## config.mk

```make
export PLATFORM = sky130hd
export DESIGN_NAME = gps_ack_peak
export DESIGN_NICKNAME = d
export VERILOG_FILES = /design/src/rtl/gps_ack_pkg.sv /design/src/rtl/gps_ack_mag.sv /design/src/rtl/gps_ack_peak.sv
export SDC_FILE = /design/constraint.sdc
export NUM_CORES = 2
export LEC_CHECK = 0
export CORE_ASPECT_RATIO = 0.5
export CORE_MARGIN = 4
export CORE_UTILIZATION = 45
export DETAILED_ROUTE_END_ITERATION = 10
export SLEW_MARGIN = 40
export SYNTH_ARGS = -nofsm -noshare
export SYNTH_HDL_FRONTEND = slang
export SYNTH_SLANG_ARGS = --single-unit
```

## constraint.sdc

```tcl
create_clock -name clk -period 15.5 [get_ports clk]
set_input_delay 2.325 -clock clk [delete_from_list [all_inputs] [get_ports clk]]
set_output_delay 2.325 -clock clk [all_outputs]
set_load 0.05 [all_outputs]
```

## src/rtl/gps_ack_pkg.sv

```systemverilog
// gps_ack_pkg: shared states, bin/record types and constants for the peak search.
// GPS_ACK_PEAK_SQUARE_EN selects the exact I^2+Q^2 magnitude (28-bit, one extra pipeline cycle).
package gps_ack_pkg;
    localparam int NCH       = 8;
    localparam int IW        = 14;
    localparam int PHASE_MOD = 1023;
`ifdef GPS_ACK_PEAK_SQUARE_EN
    localparam int MAG_LAT   = 1;
    localparam int MAG_W_DEF = 28;
`else
    localparam int MAG_LAT   = 0;
    localparam int MAG_W_DEF = 15;
`endif

    typedef enum logic [2:0] {
        S_IDLE, S_COLLECT, S_CAPTURE, S_ACCUM, S_REPORT, S_DONE
    } state_t;

    typedef struct packed {
        logic [9:0]  phase;
        logic [4:0]  frac;
        logic [15:0] doppler;
    } bin_t;

    typedef struct packed {
        logic [5:0]           sat;
        bin_t                 bin;
        logic [MAG_W_DEF-1:0] peak;
        logic [MAG_W_DEF-1:0] second;
        logic                 detect;
    } res_t;

    // Same Doppler and code phases within one chip, wrapping at the code length.
    function automatic logic adjacent(input bin_t a, input bin_t b);
        logic [9:0] a1, b1;
        a1 = (a.phase >= 10'(PHASE_MOD - 1)) ? 10'd0 : a.phase + 10'd1;
        b1 = (b.phase >= 10'(PHASE_MOD - 1)) ? 10'd0 : b.phase + 10'd1;
        return (a.doppler == b.doppler) && (a.phase == b.phase || a1 == b.phase || b1 == a.phase);
    endfunction
endpackage

```

## src/rtl/gps_ack_mag.sv

```systemverilog
// gps_ack_mag: |I|,|Q| -> magnitude saturating to MAG_W; max+min/2 by default,
// exact I^2+Q^2 behind one register stage when GPS_ACK_PEAK_SQUARE_EN is defined.
module gps_ack_mag #(
    parameter int IW    = 14,
    parameter int MAG_W = 15
) (
`ifdef GPS_ACK_PEAK_SQUARE_EN
    input  logic                 clk,
    input  logic                 rst,
`endif
    input  logic signed [IW-1:0] i_i,
    input  logic signed [IW-1:0] q_i,
    output logic [MAG_W-1:0]     mag_o
);
    logic [IW-1:0] ai, aq;

    // Negating the most negative value wraps to the right unsigned magnitude.
    assign ai = i_i[IW-1] ? IW'(-i_i) : IW'(i_i);
    assign aq = q_i[IW-1] ? IW'(-q_i) : IW'(q_i);

`ifdef GPS_ACK_PEAK_SQUARE_EN
    localparam int SW = (2 * IW + 1 > MAG_W) ? 2 * IW + 1 : MAG_W;
    logic [2*IW-1:0] si_q, sq_q;
    logic [SW-1:0]   sum;

    always_ff @(posedge clk or negedge rst) begin
        if (!rst) begin
            si_q <= '0;
            sq_q <= '0;
        end else begin
            si_q <= (2 * IW)'(ai) * (2 * IW)'(ai);
            sq_q <= (2 * IW)'(aq) * (2 * IW)'(aq);
        end
    end

    assign sum = SW'(si_q) + SW'(sq_q);
`else
    localparam int SW = (IW + 1 > MAG_W) ? IW + 1 : MAG_W;
    logic [IW-1:0] mx, mn;
    logic [SW-1:0] sum;

    assign mx  = (ai > aq) ? ai : aq;
    assign mn  = (ai > aq) ? aq : ai;
    assign sum = SW'(mx) + SW'(mn >> 1);
`endif

    localparam logic [SW-1:0] SAT = SW'({MAG_W{1'b1}});

    assign mag_o = (sum > SAT) ? MAG_W'(SAT) : MAG_W'(sum);
endmodule

```

## src/rtl/gps_ack_peak.sv

```systemverilog
// gps_ack_peak: per-channel peak/second-peak search over acquisition bins, then one
// detection record per active channel over valid/ready. Macro: GPS_ACK_PEAK_SQUARE_EN.
module gps_ack_peak
    import gps_ack_pkg::*;
#(
    parameter int NCH       = gps_ack_pkg::NCH,
    parameter int IW        = gps_ack_pkg::IW,
    parameter int THRESH_X8 = 20,
    parameter int MAG_W     = MAG_W_DEF
) (
    input  logic                clk,
    input  logic                rst,
    input  logic                search_start,
    input  logic                corr_complete,
    input  logic                search_complete,
    input  logic [9:0]          code_phase,
    input  logic [4:0]          code_nco_frac,
    input  logic [15:0]         doppler_omega,
    input  logic [NCH*6-1:0]    sat,
    input  logic [NCH*IW-1:0]   integrator_i,
    input  logic [NCH*IW-1:0]   integrator_q,
    output logic                res_valid,
    input  logic                res_ready,
    output logic [5:0]          res_sat,
    output logic [9:0]          res_code_phase,
    output logic [4:0]          res_code_frac,
    output logic [15:0]         res_doppler,
    output logic [MAG_W-1:0]    res_peak,
    output logic [MAG_W-1:0]    res_second,
    output logic                res_detect,
    output logic                busy,
    output logic                overrun
);
    localparam int KW = $clog2(NCH + 1);
    localparam int CW = (NCH > 1) ? $clog2(NCH) : 1;
    localparam int DW = MAG_W + 32;

    state_t               state_q, state_d;
    logic                 cc_q, sc_q, cc_rise_q, sc_rise_q;
    logic                 pend_q, pend_d, ovr_q, ovr_d, vld_q, vld_d;
    logic [KW-1:0]        k_q, k_d;
    res_t                 res_q, res_d;
    bin_t                 cap_bin_q;
    logic signed [IW-1:0] cap_i_q [NCH];
    logic signed [IW-1:0] cap_q_q [NCH];
    logic [MAG_W-1:0]     peak_q [NCH];
    logic [MAG_W-1:0]     sec_q [NCH];
    bin_t                 pbin_q [NCH];

    logic [CW-1:0]        ci, uc;
    logic [MAG_W-1:0]     mag, rpk, rsc;
    logic                 u_en, adj, take_pk, take_sec, det;
    logic [5:0]           rsat;

    // ci walks the channels; uc trails it by the magnitude unit latency.
    assign ci       = CW'(k_q);
    assign uc       = CW'(k_q - KW'(MAG_LAT));
    assign u_en     = (state_q == S_ACCUM) && (MAG_LAT == 0 || k_q != '0);
    assign adj      = adjacent(cap_bin_q, pbin_q[uc]);
    assign take_pk  = mag > peak_q[uc];
    assign take_sec = !adj && (mag > sec_q[uc]);
    assign rsat     = sat[ci*6 +: 6];
    assign rpk      = peak_q[ci];
    assign rsc      = sec_q[ci];
    assign det      = ((DW'(rpk) << 3) > DW'(rsc) * DW'(THRESH_X8)) && (rpk != '0);

    gps_ack_mag #(.IW(IW), .MAG_W(MAG_W)) u_mag (
`ifdef GPS_ACK_PEAK_SQUARE_EN
        .clk  (clk),
        .rst  (rst),
`endif
        .i_i  (cap_i_q[ci]),
        .q_i  (cap_q_q[ci]),
        .mag_o(mag)
    );

    always_ff @(posedge clk or negedge rst) begin
        if (!rst) begin
            cc_q      <= 1'b0;
            sc_q      <= 1'b0;
            cc_rise_q <= 1'b0;
            sc_rise_q <= 1'b0;
        end else begin
            cc_q      <= corr_complete;
            sc_q      <= search_complete;
            cc_rise_q <= corr_complete & ~cc_q;
            sc_rise_q <= search_complete & ~sc_q;
        end
    end

    always_comb begin
        state_d = state_q;
        pend_d  = pend_q;
        ovr_d   = ovr_q;
        vld_d   = vld_q;
        k_d     = k_q;
        res_d   = res_q;
        if (search_start) begin
            state_d = S_COLLECT;
            pend_d  = 1'b0;
            ovr_d   = 1'b0;
            vld_d   = 1'b0;
            k_d     = '0;
            res_d   = '0;
        end else begin
            case (state_q)
                S_COLLECT: begin
                    if (cc_rise_q) begin
                        state_d = S_CAPTURE;
                        pend_d  = sc_rise_q;
                    end else if (sc_rise_q) begin
                        state_d = S_REPORT;
                        k_d     = '0;
                    end
                end
                S_CAPTURE: begin
                    state_d = S_ACCUM;
                    k_d     = '0;
                    pend_d  = pend_q | sc_rise_q;
                    ovr_d   = ovr_q | cc_rise_q;
                end
                S_ACCUM: begin
                    pend_d = pend_q | sc_rise_q;
                    ovr_d  = ovr_q | cc_rise_q;
                    k_d    = k_q + 1'b1;
                    if (k_q == KW'(NCH - 1 + MAG_LAT)) begin
                        state_d = (pend_q || sc_rise_q) ? S_REPORT : S_COLLECT;
                        pend_d  = 1'b0;
                        k_d     = '0;
                    end
                end
                S_REPORT: begin
                    // The slot frees on acceptance; the next channel loads in the same edge.
                    if (!vld_q || res_ready) begin
                        if (k_q == KW'(NCH)) begin
                            state_d = S_DONE;
                            vld_d   = 1'b0;
                        end else begin
                            k_d   = k_q + 1'b1;
                            vld_d = rsat != 6'd0;
                            if (rsat != 6'd0)
                                res_d = '{sat: rsat, bin: pbin_q[ci], peak: MAG_W_DEF'(rpk),
                                          second: MAG_W_DEF'(rsc), detect: det};
                        end
                    end
                end
                S_DONE:  state_d = S_IDLE;
                default: state_d = state_q;
            endcase
        end
    end

    always_ff @(posedge clk or negedge rst) begin
        if (!rst) begin
            state_q <= S_IDLE;
            pend_q  <= 1'b0;
            ovr_q   <= 1'b0;
            vld_q   <= 1'b0;
            k_q     <= '0;
            res_q   <= '0;
        end else begin
            state_q <= state_d;
            pend_q  <= pend_d;
            ovr_q   <= ovr_d;
            vld_q   <= vld_d;
            k_q     <= k_d;
            res_q   <= res_d;
        end
    end

    always_ff @(posedge clk or negedge rst) begin
        if (!rst) begin
            cap_bin_q <= '0;
            for (int j = 0; j < NCH; j++) begin
                cap_i_q[j] <= '0;
                cap_q_q[j] <= '0;
                peak_q[j]  <= '0;
                sec_q[j]   <= '0;
                pbin_q[j]  <= '0;
            end
        end else if (search_start) begin
            cap_bin_q <= '0;
            for (int j = 0; j < NCH; j++) begin
                cap_i_q[j] <= '0;
                cap_q_q[j] <= '0;
                peak_q[j]  <= '0;
                sec_q[j]   <= '0;
                pbin_q[j]  <= '0;
            end
        end else begin
            if (state_q == S_CAPTURE) begin
                cap_bin_q <= '{phase: code_phase, frac: code_nco_frac, doppler: doppler_omega};
                for (int j = 0; j < NCH; j++) begin
                    cap_i_q[j] <= integrator_i[j*IW +: IW];
                    cap_q_q[j] <= integrator_q[j*IW +: IW];
                end
            end
            // A new peak pushes the old one to second only when the bins are distinct.
            if (u_en && take_pk) begin
                if (!adj)
                    sec_q[uc] <= peak_q[uc];
                peak_q[uc] <= mag;
                pbin_q[uc] <= cap_bin_q;
            end else if (u_en && take_sec) begin
                sec_q[uc] <= mag;
            end
        end
    end

    assign res_valid      = vld_q;
    assign res_sat        = res_q.sat;
    assign res_code_phase = res_q.bin.phase;
    assign res_code_frac  = res_q.bin.frac;
    assign res_doppler    = res_q.bin.doppler;
    assign res_peak       = MAG_W'(res_q.peak);
    assign res_second     = MAG_W'(res_q.second);
    assign res_detect     = res_q.detect;
    assign busy           = !(state_q == S_IDLE || state_q == S_COLLECT);
    assign overrun        = ovr_q;
endmodule

```

## After elaboration in Yosys (flattened, before gate mapping)

Index checks and enable logic that the tools add are counted.

| operators by class | value |
|---|---|
| add/subtract/negate cells | 6 |
| multipliers | 2 |
| order comparisons | 9 |
| eq/ne operators | 21 |
| shift operators | 1 |
| multiplexer cells | 74 |
| bitwise operators | 7 |
| reduce and logical (&&, ||, !) cells | 34 |

Operators with widths:

| kind | number |
|---|---|
| $mux 120 | 6 |
| $mux 248 | 2 |
| $mux 112 | 4 |
| $bwmux 120 | 3 |
| $mux 68 | 5 |
| $bwmux 248 | 1 |
| $mux 31 | 5 |
| $mux 14 | 8 |
| $bmux 31 s3 | 1 |
| $demux 31 s3 | 1 |
| $bmux 15 s3 | 2 |
| $mux 15 | 6 |
| $bmux 14 s3 | 2 |
| $shiftx 48x7->6 | 1 |
| $demux 15 s3 | 1 |
| $eq 10x10->1 | 3 |
| $gt 15x15->1 | 2 |
| $neg 14->14 | 2 |
| $mux 4 | 6 |
| $mux 3 | 7 |
| $ne 3x3->1 const B | 7 |
| $add 10x1->10 const B | 2 |
| $ge 10x10->1 const B | 2 |
| $gt 18x20->1 | 1 |
| 40 further kinds | 74 |

| word-level totals | value |
|---|---|
| bits in registers | 825 |
| input bits | 309 |
| output and inout bits | 71 |

## Logic depth before layout (Yosys ltp)

| logic depth | value |
|---|---|
| depth after elaboration | 17 |
| gate-level depth with buffers | 47 |
| mapped depth without buffers | 37 |

## Hierarchy

From an unflattened synthesis, not the netlist that was laid out.

| unflattened totals | value |
|---|---|
| cell total of the unflattened synthesis | 5174 |
| area, all modules | 44642.8 um^2 |

Modules (own cells, without submodules):

| module | times used | cells each | area an instance (um^2) |
|---|---|---|---|
| gps_ack_peak | 1 | 4932 | 42919.9 |
| gps_ack_mag | 1 | 242 | 1722.9 |

## Worst setup path before layout

No wires, ideal clock.

| path | value |
|---|---|
| path kind | register -> register |
| start point | reg k_q[0] |
| end point | reg sec_q[100] (netlist bit) |
| data arrival time | 9.105 ns |
| setup slack | 6.270 ns |
| cell stages (with the launch flop) | 40 |
| path buffers | 10 |
| clock period less this slack | 9.230 ns |
| path through | dfrtp_1 > buf_6 > buf_6 > buf_6 > buf_6 > buf_6 > buf_4 > nand3b_1 > a21oi_1 > nor4_1 > nor3b_4 > nand3_2 > or4_4 > ha_1 > nand4_1 > nor4_1 > a21oi_1 > clkbuf_1 > [4 not listed] > o21bai_1 > a21boi_0 > o21ai_0 > a2111oi_0 > nor3_1 > xnor2_2 > buf_6 > inv_1 > ha_1 > a21o_1 > a221oi_1 > o21ai_0 > o211a_1 > clkbuf_1 > nor2_1 > a211o_4 > buf_8 > mux2_4 |

| between the ends | value |
|---|---|
| word-level cells in the longest chain between the ends | 16 |
| elaborated cells on any way between the ends | 56 |
| those cells by class | add/sub: 4; order compare: 7; eq/ne: 5; mux: 29; bitwise: 1; reduce/logical: 10 |

Ends and longest elaborated chain:

| element | RTL line | source |
|---|---|---|
| start, declared | gps_ack_peak.sv:41 | `logic [KW-1:0] k_q, k_d;` |
| start signal, assigned | gps_ack_peak.sv:166 | `k_q <= k_d;` |
| $not 3->4 (implied by the code) * | -- |  |
| $bmux 14 s3, on equally long branches | gps_ack_peak.sv:72, gps_ack_peak.sv:73 |  |
| $mux 14, on equally long branches (2 in a row) | gps_ack_peak.sv:72, gps_ack_peak.sv:73 |  |
| $neg 14->14, on equally long branches | gps_ack_mag.sv:18, gps_ack_mag.sv:19 |  |
| $mux 14, on equally long branches | gps_ack_mag.sv:18, gps_ack_mag.sv:19 |  |
| $gt 14x14->1 | gps_ack_mag.sv:42, gps_ack_mag.sv:43 |  |
| $mux 14, on equally long branches | gps_ack_mag.sv:42, gps_ack_mag.sv:43 |  |
| $add 14x13->15 | gps_ack_mag.sv:44 | `assign sum = SW'(mx) + SW'(mn >> 1);` |
| $gt 15x15->1 | gps_ack_mag.sv:49 | `assign mag_o = (sum > SAT) ? MAG_W'(SAT) : MAG_W'(sum);` |
| $mux 15 | gps_ack_mag.sv:49 |  |
| $gt 15x15->1 | gps_ack_peak.sv:61 | `assign take_sec = !adj && (mag > sec_q[uc]);` |
| $logic_and 1x1->1 | gps_ack_peak.sv:61 |  |
| $logic_and 1x1->1 | gps_ack_peak.sv:204 | `end else if (u_en && take_sec) begin` |
| $reduce_bool 3->1 (no source line) | -- |  |
| $reduce_and 2->1 (no source line) | -- |  |
| end signal, assigned by index | gps_ack_peak.sv:201 | `sec_q[uc] <= peak_q[uc];` |
| end signal, assigned by index | gps_ack_peak.sv:205 | `sec_q[uc] <= mag;` |
| end, declared | gps_ack_peak.sv:47 | `logic [MAG_W-1:0] sec_q [NCH];` |

Mark *: on every way between the ends. The rest lies on a longest branch, timed or not. The select of a mux whose other input is x is not followed.
A chain may end at the register's enable or synchronous reset.

## Worst setup path after layout

| path | value |
|---|---|
| start point | reg k_q[2] |
| end point | reg sec_q[3] (netlist bit) |

Same word-level chain as after synthesis.

==> impl_table.tex <==
\begin{tabular}{lr}
\hline
Metric & Value \\
\hline
\multicolumn{2}{l}{\textbf{Outcome}} \\
\quad Outcome & complete, no violations \\
\multicolumn{2}{l}{\textbf{CTS}} \\
\quad Number of H-tree branching levels & 3 \\
\quad Total clock buffers created by CTS & 78 \\
\quad Root buffer cell & clkbuf\_16 \\
\quad Quantity of hold-fixing buffers added after cts & 0 \\
\quad TritonCTS clock tree & built \\
\quad CTS Sinks & 825 \\
\quad Clock transition at the registers of the reported paths & 0.06 ns \\
\quad Worst skew pair latency & 0.68 ns \\
\quad Number of post-CTS setup repair buffers & 0 \\
\quad CTS resizes & 0 \\
\quad Number of buffers on the longest clock path & 3 \\
\multicolumn{2}{l}{\textbf{Detailed routing}} \\
\quad First-pass iteration count of the detailed router & 6 \\
\quad Iter 0 DRT Violations & 3982 \\
\quad Via-per-instance ratio & between 6 and 7 \\
\quad Final wirelength & 158 mm \\
\quad Routed wirelength normalized by instance count & 27.3 um \\
\quad Total number of vias & $\sim$36000 \\
\quad Total DRC errors in the routed layout & 0 \\
\quad Remaining antenna violation count after routing & 0 \\
\multicolumn{2}{l}{\textbf{Floorplanning}} \\
\quad Die span in x & 444 um \\
\quad Io pins & 380 \\
\quad Area of the placeable core & 93700 sq um \\
\quad Placement row count & 79 \\
\quad Height of the chip & 226 um \\
\quad Die ar. & around 100000 sq um \\
\quad Initial Util & 0.457 \\
\multicolumn{2}{l}{\textbf{Synthesis}} \\
\quad Dominant cell by count in the synthesized netlist & dfrtp\_1 \\
\quad Portion of the post-synthesis area used by sequential elements & 0.482 \\
\quad Mean instance size in the synthesized netlist & around 10 sq um \\
\quad Total number of yosys warnings & 0 \\
\quad Synthesized netlist net count & 4682 \\
\quad Portion of synthesized cell area occupied by the leading cell type & 0.482 \\
\quad Cell area after synthesis & about 43000 sq um \\
\quad Number of synthesized flops with an enable pin & 0 \\
\quad Post-Syn Instances & 4262 \\
\quad Post-synth top cells & dfrtp\_1 (825), nand2\_1 (814), a21oi\_1 (413) \\
\quad Largest area contributor in the netlist & dfrtp\_1 \\
\quad Largest cells by area after synthesis & dfrtp\_1 (48\%), nand2\_1 (7.1\%), a22o\_1 (6.2\%), a21oi\_1 (4.8\%), ha\_1 (3.2\%) \\
\quad Number of distinct standard cells referenced by the synthesized netlist & 113 \\
\quad Share of synthesized registers carrying an async set or reset & 1.00 \\
\quad Most frequently used flop master after synthesis & dfrtp\_1 \\
\quad Register bit total from synthesis & slightly above 800 \\
\multicolumn{2}{l}{\textbf{Timing}} \\
\quad Relative slew margins & 0.383 \\
\quad Fmax & 86.6 MHz \\
\quad Maximum clock skew at final layout & 0.0319 ns \\
\quad Post-route setup TNS & 0 ns \\
\quad Number of max-slew violations in the final report & 0 \\
\quad Final setup violation count & 0 \\
\quad Final worst path period need & roughly 12 ns \\
\quad Worst-margin pin slew & 0.925 ns \\
\quad Final Hold Fails & 0 \\
\quad Period utilisation layout & 0.745 \\
\quad Hold WS & 0.398 ns \\
\quad Setup repair after global routing missed its margin & false \\
\multicolumn{2}{l}{\textbf{Critical path}} \\
\quad Req. time, crit path & between 15 and 20 ns \\
\quad Arrival time of the worst setup path & 12.08 ns \\
\quad Startpoint Class & register \\
\quad Master of the slowest instance on the critical path & dfrtp\_4 \\
\quad Cell depth of the worst flop-to-flop path & 32 \\
\quad Max stage delay on crit path & 0.91 ns \\
\quad Crit path to & sec\_q[3] \\
\quad Category of the most critical setup path & reg -> reg \\
\quad Worst-path maximum fanout & 46 \\
\quad Endpoint class of the critical path & register \\
\quad Source of the worst register-to-register timing path & k\_q[2] \\
\quad Most used cell, CP & ha\_1 \\
\quad Reg2Reg Setup Slack & 3.96 ns \\
\quad Endpoint of the worst-slack reg-to-reg timing path & sec\_q[3] \\
\quad CP Launch Point & k\_q[2] \\
\multicolumn{2}{l}{\textbf{Layout}} \\
\quad Final Non-Filler Cells & between 5000 and 6000 \\
\quad Fraction of final layout cells sized beyond drive strength 1 & 0.115 \\
\quad Number of nets in the layout & 4884 \\
\quad Area Growth Syn to Fin & 17.3\% \\
\multicolumn{2}{l}{\textbf{Power and ir drop}} \\
\quad Maximum resistive drop on vdd & 0.274 mV \\
\quad Static Leakage & between 0.02 and 0.025 uW \\
\quad Ratio of total power to cell area & between 200 and 250 nW/um\^{}2 \\
\multicolumn{2}{l}{\textbf{Placement}} \\
\quad Routability-driven placement congestion ratio & 0.885 \\
\quad Total half-perimeter wirelength after legalization and detailed placement & 102 mm \\
\quad Buffers on Ports & $\sim$380 \\
\quad Instance count after placement with tap cells included & 5632 \\
\multicolumn{2}{l}{\textbf{Flow run}} \\
\quad MaxCap Viol Count & 0 \\
\multicolumn{2}{l}{\textbf{Global route}} \\
\quad Number of antenna violations at the first check in global routing & 4 \\
\quad Number of global-route vias before repair & 35000 \\
\quad Tot GR Track Use & 0.308 \\
\quad Global-route wire length before repair & 234 mm \\
\quad Overall overflow remaining after global route & 0 \\
\quad Maximum number of pins on one net before global-route repair & between 150 and 200 \\
\multicolumn{2}{l}{\textbf{Hold path}} \\
\quad Hold path cells & 1 \\
\quad Min-delay worst type & reg -> reg \\
\hline
\end{tabular}
## sequential cells by signal (all words and copies together), names as in the netlist
signal	flops
res_valid	1
cap_bin_q	31
sc_q	1
sec_q	120
res_second	15
cc_q	1
res_peak	15
pend_q	1
pbin_q	248
k_q	4
overrun	1
res_detect	1
cap_i_q	112
cc_rise_q	1
res_doppler	16
res_code_frac	5
cap_q_q	112
state_q	3
sc_rise_q	1
res_sat	6
peak_q	120
res_code_phase	10
## metrics by stage
step	setup slack [ns]	total power, uW	area (sq um)	util
after floorplan	6.27	6230	42900	-
after global placement	4.00	8170	47300	0.505
after detailed placement	3.62	8220	47500	0.507
after CTS	3.62	10200	50100	0.534
after global routing	3.26	10900	50300	0.536
final	3.96	10400	50300	0.536
## worst max-delay path: cells and delay by family, from the launching register on
| family | cells | cell delay [ns] |
|---|---|---|
| compound gates | 14 | 4.41 |
| simple gates | 5 | 1.88 |
| fa+ha+maj | 4 | 1.26 |
| mux | 3 | 1.14 |
| flops | 1 | 0.91 |
| buf+inv | 4 | 0.87 |
| xor+xnor | 2 | 0.87 |
## final cells by class
cell class / count / area, sq um
multi-input combinational: 2994 / 20300
inverter: 86 / 324
clock inverter: 19 / 272
antenna: 2 / 5.00
timing repair buffer: 479 / 4800
clock buffer: 117 / 2320
sequential: 825 / 20700
tap: 1255 / 1570
fill: 8353 / 43400
## routing by layer
metal	part of all wire	GRT usage	wire length, um
met1	0.44	0.443	68700
met2	0.45	0.475	71400
met3	0.088	0.0666	13800
met4	0.025	0.0822	3910
met5	0.000051	0	8
## report_power, final
group	total, uW	internal [uW]	switching [uW]
Clock	2010	1140	875
Sequential	2520	2330	183
Combinational	5870	1930	3930
## kinds of logic (layout without fill, tap and decap cells)
family | count (synthesis) | count (layout) | share of synthesized area
AND/OR/NAND/NOR | 1305 | 1305 | 0.130
AO/OA/AOI/OAI | 1219 | 1219 | 0.202
multiplexers | 275 | 275 | 0.0872
adder cells (fa/ha/maj) | 111 | 111 | 0.0328
flip-flops | 825 | 825 | 0.482
XOR/XNOR | 84 | 84 | 0.0173
buffers and inverters | 443 | 701 | 0.0486
other | 0 | 2 | 0
## layout by cell type (no fill, tap or decap), types with 73 or more instances in the layout
cell type / instances
clkbuf_16: 80
mux2_2: 73
nor2_1: 245
a21oi_1: 408
nand2_1: 814
ha_1: 109
o21ai_0: 87
a22o_1: 301
dfrtp_1: 822
clkdlybuf4s50_1: 377
inv_1: 82
mux2i_1: 83
a22oi_1: 93
## worst min-delay path by stage
stage,startpoint,to,slack (ns)
3_5_place_dp,cc_q,cc_rise_q,0.39
3_3_place_gp,cc_q,cc_rise_q,0.39
5_1_grt,cc_q,cc_rise_q,0.42
6_report,cc_q,cc_rise_q,0.40
4_1_cts,cc_q,cc_rise_q,0.40
2_1_floorplan,cc_q,cc_rise_q,0.38
Note: power is estimated with default switching activity, not from simulation.
